`src/rtl/output_deskew_buffer_if.sv`:
```
// Signal bundle between the systolic array bottom edge, the deskew buffer and the output writer.
// master = array/writer side, slave = deskew buffer.
interface output_deskew_buffer_if #(
   parameter int SYS_COLS     = 4,
   parameter int ACC_BITWIDTH = 32,
   parameter int DEPTH        = 16,
   parameter int CNT_W        = 16
);
   localparam int FILL_W = $clog2(DEPTH) + 1;

   logic [SYS_COLS-1:0]                   i_valid;
   logic [SYS_COLS-1:0][ACC_BITWIDTH-1:0] i_data;
   logic                                  start;
   logic [CNT_W-1:0]                      num_rows;
   logic                                  o_valid;
   logic                                  o_ready;
   logic [SYS_COLS-1:0][ACC_BITWIDTH-1:0] o_data;
   logic                                  busy;
   logic                                  tile_done;
   logic [FILL_W-1:0]                     fill;
   logic                                  skew_err;
   logic                                  ovf_err;

   modport master (
      output i_valid, i_data, start, num_rows, o_ready,
      input  o_valid, o_data, busy, tile_done, fill, skew_err, ovf_err
   );

   modport slave (
      input  i_valid, i_data, start, num_rows, o_ready,
      output o_valid, o_data, busy, tile_done, fill, skew_err, ovf_err
   );
endinterface

```
`src/rtl/output_deskew_buffer.sv`:
```
// Re-aligns skewed column results into rows, queues them in a FWFT row FIFO (write SYS_COLS-1 cycles
// after column 0, o_valid one cycle later); rows arriving with the FIFO full and no pop are dropped.
module output_deskew_buffer #(
   parameter int SYS_COLS     = 4,
   parameter int ACC_BITWIDTH = 32,
   parameter int DEPTH        = 16,
   parameter int CNT_W        = 16
) (
   input logic                  clk,
   input logic                  rst,
   output_deskew_buffer_if.slave bus
);
   localparam int AW = $clog2(DEPTH);
   localparam int FW = AW + 1;
   localparam logic [FW-1:0] FULL_CNT = FW'(DEPTH);

   typedef logic [SYS_COLS-1:0][ACC_BITWIDTH-1:0] row_t;
   typedef enum logic {S_IDLE, S_COLLECT} state_t;

   logic [SYS_COLS-1:0] a_vld;
   row_t                a_dat;
   logic                a_v;

   // Column j lags column 0 by j cycles, so it needs SYS_COLS-1-j stages to line up with the last column.
   for (genvar j = 0; j < SYS_COLS; j++) begin : g_col
      localparam int D = SYS_COLS - 1 - j;
      if (D == 0) begin : g_direct
         assign a_vld[j] = bus.i_valid[j];
         assign a_dat[j] = bus.i_data[j];
      end else begin : g_chain
         logic [D-1:0]            v_q;
         logic [ACC_BITWIDTH-1:0] d_q [D];
         always_ff @(posedge clk) begin
            if (rst) begin
               v_q <= '0;
               for (int k = 0; k < D; k++) d_q[k] <= '0;
            end else begin
               v_q[0] <= bus.i_valid[j];
               d_q[0] <= bus.i_data[j];
               for (int k = 1; k < D; k++) begin
                  v_q[k] <= v_q[k-1];
                  d_q[k] <= d_q[k-1];
               end
            end
         end
         assign a_vld[j] = v_q[D-1];
         assign a_dat[j] = d_q[D-1];
      end
   end

   assign a_v = a_vld[SYS_COLS-1];

   state_t           state_q, state_d;
   logic [CNT_W-1:0] nrows_q, nrows_d;
   logic [CNT_W-1:0] cnt_q, cnt_d, cnt_inc;
   logic             done_q, done_d;
   logic             collect;

   logic [AW-1:0]    wr_ptr_q, wr_ptr_d;
   logic [AW-1:0]    rd_ptr_q, rd_ptr_d;
   logic [FW-1:0]    fill_q, fill_d;
   logic             skew_q, skew_d;
   logic             ovf_q, ovf_d;
   row_t             mem_q [DEPTH];

   logic full, not_empty, pop, push, drop;

   assign full      = (fill_q == FULL_CNT);
   assign not_empty = (fill_q != '0);
   assign pop       = not_empty & bus.o_ready;
   assign push      = a_v & collect & (~full | pop);
   // Dropped rows still count toward the tile so a stalled consumer cannot wedge the FSM.
   assign drop      = a_v & (~collect | (full & ~pop));

   // State register
   always_ff @(posedge clk) begin
      if (rst) begin
         state_q <= S_IDLE;
         nrows_q <= '0;
         cnt_q   <= '0;
         done_q  <= 1'b0;
      end else begin
         state_q <= state_d;
         nrows_q <= nrows_d;
         cnt_q   <= cnt_d;
         done_q  <= done_d;
      end
   end

   // Next-state logic
   always_comb begin
      state_d = state_q;
      nrows_d = nrows_q;
      cnt_d   = cnt_q;
      done_d  = 1'b0;
      cnt_inc = cnt_q + CNT_W'(1);
      case (state_q)
         S_IDLE: begin
            if (bus.start) begin
               nrows_d = bus.num_rows;
               cnt_d   = '0;
               if (bus.num_rows == '0) done_d = 1'b1;
               else                    state_d = S_COLLECT;
            end
         end
         S_COLLECT: begin
            if (a_v) begin
               cnt_d = cnt_inc;
               if (cnt_inc == nrows_q) begin
                  done_d  = 1'b1;
                  state_d = S_IDLE;
               end
            end
         end
         default: state_d = S_IDLE;
      endcase
   end

   // Output logic
   always_comb begin
      collect       = (state_q == S_COLLECT);
      bus.busy      = collect;
      bus.tile_done = done_q;
   end

   always_comb begin
      wr_ptr_d = wr_ptr_q;
      rd_ptr_d = rd_ptr_q;
      fill_d   = fill_q;
      skew_d   = skew_q | (a_vld != {SYS_COLS{a_v}});
      ovf_d    = ovf_q | drop;
      if (push) wr_ptr_d = wr_ptr_q + AW'(1);
      if (pop)  rd_ptr_d = rd_ptr_q + AW'(1);
      case ({push, pop})
         2'b10:   fill_d = fill_q + FW'(1);
         2'b01:   fill_d = fill_q - FW'(1);
         default: fill_d = fill_q;
      endcase
   end

   always_ff @(posedge clk) begin
      if (rst) begin
         wr_ptr_q <= '0;
         rd_ptr_q <= '0;
         fill_q   <= '0;
         skew_q   <= 1'b0;
         ovf_q    <= 1'b0;
      end else begin
         wr_ptr_q <= wr_ptr_d;
         rd_ptr_q <= rd_ptr_d;
         fill_q   <= fill_d;
         skew_q   <= skew_d;
         ovf_q    <= ovf_d;
      end
   end

   always_ff @(posedge clk) begin
      if (push) mem_q[wr_ptr_q] <= a_dat;
   end

   assign bus.o_valid  = not_empty;
   assign bus.o_data   = not_empty ? mem_q[rd_ptr_q] : '0;
   assign bus.fill     = fill_q;
   assign bus.skew_err = skew_q;
   assign bus.ovf_err  = ovf_q;
endmodule

```
`src/flat_wrapper.sv`:
```
// flat-port wrapper written by rule: the top's interface ports become plain ports
module output_deskew_buffer_flat 
#(
   parameter int SYS_COLS     = 4,
   parameter int ACC_BITWIDTH = 32,
   parameter int DEPTH        = 16,
   parameter int CNT_W        = 16
)
  (clk, rst, bus_i_valid, bus_i_data, bus_start, bus_num_rows, bus_o_ready, bus_o_valid, bus_o_data, bus_busy, bus_tile_done, bus_fill, bus_skew_err, bus_ovf_err);
  output_deskew_buffer_if #(.SYS_COLS(SYS_COLS), .ACC_BITWIDTH(ACC_BITWIDTH), .DEPTH(DEPTH), .CNT_W(CNT_W)) bus_i ();
  input logic clk;
  input logic rst;
  input wire logic [$bits(bus_i.i_valid)-1:0] bus_i_valid;
  input wire logic [$bits(bus_i.i_data)-1:0] bus_i_data;
  input wire logic [$bits(bus_i.start)-1:0] bus_start;
  input wire logic [$bits(bus_i.num_rows)-1:0] bus_num_rows;
  input wire logic [$bits(bus_i.o_ready)-1:0] bus_o_ready;
  output wire logic [$bits(bus_i.o_valid)-1:0] bus_o_valid;
  output wire logic [$bits(bus_i.o_data)-1:0] bus_o_data;
  output wire logic [$bits(bus_i.busy)-1:0] bus_busy;
  output wire logic [$bits(bus_i.tile_done)-1:0] bus_tile_done;
  output wire logic [$bits(bus_i.fill)-1:0] bus_fill;
  output wire logic [$bits(bus_i.skew_err)-1:0] bus_skew_err;
  output wire logic [$bits(bus_i.ovf_err)-1:0] bus_ovf_err;
  assign bus_i.i_valid = bus_i_valid;
  assign bus_i.i_data = bus_i_data;
  assign bus_i.start = bus_start;
  assign bus_i.num_rows = bus_num_rows;
  assign bus_i.o_ready = bus_o_ready;
  assign bus_o_valid = bus_i.o_valid;
  assign bus_o_data = bus_i.o_data;
  assign bus_busy = bus_i.busy;
  assign bus_tile_done = bus_i.tile_done;
  assign bus_fill = bus_i.fill;
  assign bus_skew_err = bus_i.skew_err;
  assign bus_ovf_err = bus_i.ovf_err;
  output_deskew_buffer #(.SYS_COLS(SYS_COLS), .ACC_BITWIDTH(ACC_BITWIDTH), .DEPTH(DEPTH), .CNT_W(CNT_W)) u_core (.clk(clk), .rst(rst), .bus(bus_i));
endmodule
```
`config.mk`:
```
export PLATFORM = sky130hd
export DESIGN_NAME = output_deskew_buffer_flat
export DESIGN_NICKNAME = d
export VERILOG_FILES = /design/src/rtl/output_deskew_buffer_if.sv /design/src/rtl/output_deskew_buffer.sv /design/src/flat_wrapper.sv
export SDC_FILE = /design/constraint.sdc
export NUM_CORES = 2
export LEC_CHECK = 0
export CAP_MARGIN = 20
export CELL_PAD_IN_SITES_DETAIL_PLACEMENT = 1
export CELL_PAD_IN_SITES_GLOBAL_PLACEMENT = 2
export CORE_MARGIN = 2
export CORE_UTILIZATION = 48
export DETAILED_ROUTE_END_ITERATION = 8
export HOLD_SLACK_MARGIN = 0.06
export PLACE_DENSITY_LB_ADDON = 0.1
export SKIP_LAST_GASP = 1
export SYNTH_ARGS = -nofsm -noshare
export SYNTH_HDL_FRONTEND = slang
export SYNTH_SLANG_ARGS = --single-unit
```
`constraint.sdc`:
```
create_clock -name clk -period 15.32 [get_ports clk]
set_input_delay 2.298 -clock clk [delete_from_list [all_inputs] [get_ports clk]]
set_output_delay 2.298 -clock clk [all_outputs]
set_load 0.005 [all_outputs]
```
After elaboration in Yosys (flattened, before gate mapping)
Memory sizes are Yosys's and may differ from the RTL's. A register that Yosys moved wholly into a read port is not among the register bits. Cells that the tools add are included.

Equal/unequal tests: 7. Bitwise logic cells: 17. Shift-type cells: 0. $lt $le $gt $ge: 0. Reductions and logical operators: 6. $add $sub $neg: 5. Multiply operators: 0. Muxes and demuxes: 29. Div/mod/pow operators: 0.

Operator list (count): $mux W32 (6); $mux W128 (1); $mux W16 (2); $pmux W16 S2 (1); $reduce_or A32 Y1 (1); $add A16 B1 Y16 const B (1); $eq A16 B16 Y1 (1); $logic_not A16 Y1 (1); $mux W1 (14); $pmux W5 S2 (1); $or A1 B1 Y1 (9); $add A4 B1 Y4 const B (2); $mux W4 (2); $add A5 B1 Y5 const B (1); $and A1 B1 Y1 (5); $eq A5 B5 Y1 const B (1); $reduce_bool A5 Y1 (1); $sub A5 B1 Y5 const B (1); $ne A2 B2 Y1 const B (2); $pmux W1 S2 (2); $reduce_and A2 Y1 (2); $ne A3 B3 Y1 (1); $not A1 Y1 (3); $eq A2 B1 Y1 const B (1); 2 further kinds (2).

Output and inout bits: 138. RAM bits: 2240. Memory bits (read-only): 0. Memories: 4. Bits in latches: 0. Bits in registers: 55.

Memories: u_core.mem_q (words 16, bits a word 128, rd ports 1, clocked after Yosys merged registers in 1, wr ports 1, line output_deskew_buffer.sv:64) `row_t mem_q [DEPTH];`; u_core.g_col[0].g_chain.d_q (words 3, bits a word 32, rd ports 3, clocked after Yosys merged registers in 0, wr ports 3, line output_deskew_buffer.sv:32) `logic [ACC_BITWIDTH-1:0] d_q [D];`; u_core.g_col[1].g_chain.d_q (words 2, bits a word 32, rd ports 2, clocked after Yosys merged registers in 0, wr ports 2, line output_deskew_buffer.sv:32); u_core.g_col[2].g_chain.d_q (words 1, bits a word 32, rd ports 1, clocked after Yosys merged registers in 0, wr ports 1, line output_deskew_buffer.sv:32).

Logic depth before layout (Yosys ltp)
Depth after elaboration: 7. Gate-level depth with buffers: 11.

Worst setup path after synthesis
No wires, ideal clock.

Path type: input -> register. From: input port bus_i_valid[3]. To: memory u_core.mem_q[3][0] (netlist bit), enable pin. Slack: 2.882 ns. Arrival: 11.666 ns. Library setup time: 0.772 ns. Cell stages on the path: 6. Path buffers: 2. Path through: and2_1 > clkbuf_1 > o21a_1 > buf_2 > nand2_1 > nor3_1.

Word-level cells in the longest chain between the ends: 4.

RTL lines: start, declared (line flat_wrapper.sv:13) `input wire logic [$bits(bus_i.i_valid)-1:0] bus_i_valid;`; $and A1 B1 Y1 (2 in series) (line output_deskew_buffer.sv:71) `assign push = a_v & collect & (~full | pop);`; $mux W1 (line output_deskew_buffer.sv:158) `if (push) mem_q[wr_ptr_q] <= a_dat;`; $mux W1 (not written as such) (line output_deskew_buffer.sv:158); end, declared (line output_deskew_buffer.sv:64).

No other way between the ends.

==> results by group <==
STA
  – Fmax: 124 MHz
  – Final Critical Period: 8080 ps
  – Slew margin rel.: around 23%
  – Setup_tns: 0 ps
  – Worst-margin pin slew: 1160 ps
  – Final setup fails: 0
  – Hold Vio Cnt, Final: 0
  – Unrepaired setup endpoints after global routing: false
  – Clock skew: 26.7 ps
  – Final Max Slew Viols: 0
  – Period utilization: 52.7%

Drt
  – DRC Markers: 0
  – Vias: between 30k and 40k
  – Drt first-iter violations: 3,406
  – Vias per cell: 5.81
  – WL final: between 200,000 and 250,000 um
  – Post-detailed-route wirelength per cell: approximately 30 um
  – First-pass DRT Iterations: 5
  – Antenna Nets Post-Route: 0

CTS
  – Clk buf depth: 3
  – CTS Root Cell: clkbuf_16
  – Reg clk slew, reported paths: 60 ps
  – Clk Latency, worst-skew pair: 870 ps
  – Hold Buf Count CTS: 0
  – CTS Buf Count: 230
  – # Post-CTS Setup Buffers: 0
  – CTS tree: yes
  – Clock H-tree levels: 4
  – Clk sinks: 2,299
  – Cts repair resizes: 0

Critical path
  – Worst Reg-to-Reg Cells: 6
  – Crit Path Class: flip-flop to output pin
  – Slowest-stage cell, CP: buf_4
  – Arrival @ worst endpoint: 5780 ps
  – Setup crit end kind: output pin
  – Most used cell, CP: buf_4
  – Crit path buffers/inverters: 4
  – Top cell family by delay on the critical path: buffers and inverters
  – R2r setup slk: 10,930 ps
  – CP peak stage delay: 810 ps
  – Crit path cell chain: buf_4 -> buf_4 -> buf_4 -> mux4_2 -> mux4_2 -> and2_1 -> clkdlybuf4s50_1
  – Startpoint Class: flip-flop
  – Setup crit end: bus_o_data[30]
  – End of the worst register-to-register path: u_core.mem_q[6][94]$_DFFE_PP_
  – Worst Path Max Fanout: 43
  – Worst path depth: 7
  – Required time worst endpoint: 13,020 ps
  – R2R Path Start: u_core.bus.busy$_SDFF_PP0_

Synth
  – Synth cell count leaders: edfxtp_1 (2,048), mux4_2 (640), dfxtp_1 (251)
  – Post-synthesis mux area share: 16.8%
  – Top cells by area, synth: edfxtp_1 (72%), mux4_2 (17%), dfxtp_1 (5.9%)
  – Mapped Area: 85,800 sq um
  – Largest family of logic cells by synthesized area: multiplexers
  – Post-synth EDFFs: 2,048
  – Synth Area in Compound Gates: 0.653%
  – Leading register cell type out of synthesis: edfxtp_1
  – Syn Area/Cell: 22.7 sq um
  – Post-Synth Adder-Cell Area: 0.155%
  – Post-synth top area share: a little under three quarters
  – Sequential-to-total area share from yosys stat: 77.5%
  – Post-Synth XOR/XNOR Area: 0.296%
  – Post-Synthesis Cells: 3,785
  – Unique masters post-synth: 54
  – FFs w/ async S/R, synth: 0%
  – Simple-gate area share of the yosys netlist: 3.33%
  – Yosys warns: 0
  – Most numerous cell in the Yosys netlist: edfxtp_1
  – Synthesis-stage register bit count: 2,299
  – Syn_nets: 3,947
  – Synth area leader: edfxtp_1

Final layout
  – Post-route cell area: 99,000 sq um
  – Share of cells above drive strength 1: approximately a quarter
  – Seq. cell area: 66,500 sq um
  – Layout area overhead: 15.3%
  – Filler Cell Count: 15.0k
  – Area of the multi-input gates: roughly 18,000 sq um
  – Final nets: 4,328

Power and ir drop
  – Pleak: approximately 0.031 uW
  – Worst VDD drop: 0.130 mV
  – Total power: 15,500 uW
  – PwrDens: 156 nW/um^2

Floorplan
  – Die area: around 180,000 sq um
  – Starting density of the core: 48.2%
  – Core Rows: 155
  – Die height: between 400 and 500 um
  – Core outline area: 178,000 sq um
  – # IOs: slightly below 300
  – Die width: between 400 and 500 um

Global routing
  – GRT overflow: 0
  – Vias in the first global route: 42.5k
  – Antenna violations before repair: 8
  – Overall Global Routing Usage: 22.6%
  – First-pass GRT wire length: 296,000 um
  – Largest net degree at the start of global routing: 153

Placed design
  – PortBufs: 289
  – DP Area: ~91,000 sq um
  – Routability cong.: just over 0.7
  – Final HPWL DP: 98,300 um

Outcome
  – Status: finished, final reports clean

Worst hold path
  – Min-Delay Path Class: flip-flop to flip-flop

Run
  – Max Cap Viol: 0
[report_power, final]
group / switching, uW / total (uW) / internal, uW
registers: 94.5 / 6970 / 6880
logic: 1360 / 3000 / 1640
clock network: 2340 / 5510 / 3170
total: 3790 / 15500 / 11700
[metrics by stage]
stage / util [%] / std cells / hold slack (ps) / setup WS (ps)
after global routing: 55.6 / 6728 / 440 / 6670
after detailed placement: 51.4 / 6289 / 425 / 7890
after global placement: 51.4 / 6288 / 417 / 7880
final: 55.6 / 6730 / 426 / 7240
after floorplan: - / 3785 / 414 / 2880
after CTS: 55.6 / 6727 / 428 / 6940
[how the worst min path moves through the flow]
stage,start,to,slack [ps],depth (start not counted)
6_report,u_core.g_col[0].g_chain.d_q[0][57]$_SDFF_PP0_,u_core.g_col[0].g_chain.d_q[0][89]$_SDFF_PP0_,430,1
4_1_cts,u_core.g_col[0].g_chain.d_q[0][63]$_SDFF_PP0_,u_core.g_col[0].g_chain.d_q[0][95]$_SDFF_PP0_,430,1
5_1_grt,u_core.g_col[0].g_chain.d_q[0][57]$_SDFF_PP0_,u_core.g_col[0].g_chain.d_q[0][89]$_SDFF_PP0_,440,1
3_5_place_dp,u_core.g_col[1].g_chain.d_q[0][29]$_SDFF_PP0_,u_core.g_col[1].g_chain.d_q[0][61]$_SDFF_PP0_,420,1
2_1_floorplan,u_core.g_col[0].g_chain.d_q[0][0]$_SDFF_PP0_,u_core.g_col[0].g_chain.d_q[0][32]$_SDFF_PP0_,410,1
3_3_place_gp,u_core.g_col[0].g_chain.d_q[0][4]$_SDFF_PP0_,u_core.g_col[0].g_chain.d_q[0][36]$_SDFF_PP0_,420,1
[cells by family after synthesis]
logic type               after synthesis
flip-flops                          2299
multiplexers                         641
AND/OR/NAND/NOR                      499
buffers and inverters                213
AO/OA/AOI/OAI                         94
XOR/XNOR                              29
adder cells (fa/ha/maj)               10
[flip-flops by register name (all words and copies together) (netlist names), named ones only]
name and count:
u_core.bus.tile_done 1, u_core.bus.busy 1, u_core.bus.skew_err 1, u_core.g_col.g_chain.d_q 192
u_core.bus.ovf_err 1, u_core.bus.fill 5, u_core.cnt_q 16, u_core.g_col.g_chain.v_q 6
u_core.rd_ptr_q 4, u_core.wr_ptr_q 4, u_core.nrows_q 16, u_core.mem_q 2048
[metal layers]
layer | wire length, um | vias up | share of wire [%] | track usage (%)
li1 | - | 16400 | - | -
met1 | 86400 | 21400 | 43 | 31.6
met2 | 102000 | 1050 | 50 | 37.5
met3 | 9010 | 252 | 4.4 | 3.10
met4 | 4900 | 6 | 2.4 | 6.51
met5 | 28 | - | 0.014 | 0
[area by class of cell]
class	instances	share of cell area, %
multi-input cells	1273	18.5
clock buffers	330	6.57
repair buffers	355	3.64
clock inverters	108	0.996
diodes	3	0.00759
well taps	2355	2.98
flip-flops and latches	2299	67.2
inverters	7	0.0266
[worst register-to-register path, stage by stage, from the launching register on]
cell     delay (ps)
dfxtp_1         480
and2_1          560
o21a_1          440
nand2_1         290
nor2_4          650
buf_4           900
buf_12          600
[cells in the final DEF (no fill, tap or decap), drive strengths merged, types with 11 or more instances in the layout]
cell type,instances
and2,131
o21ai,19
dfxtp,251
nor2,42
mux4,640
nand2,59
xor2,12
bufinv,13
buf,67
a21oi,47
inv,12
nor4,11
clkdlybuf4s50,288
edfxtp,2048
clkinv,87
clkbuf,330
xnor2,17
nor2b,202
Power figures use the tool's default switching activity.
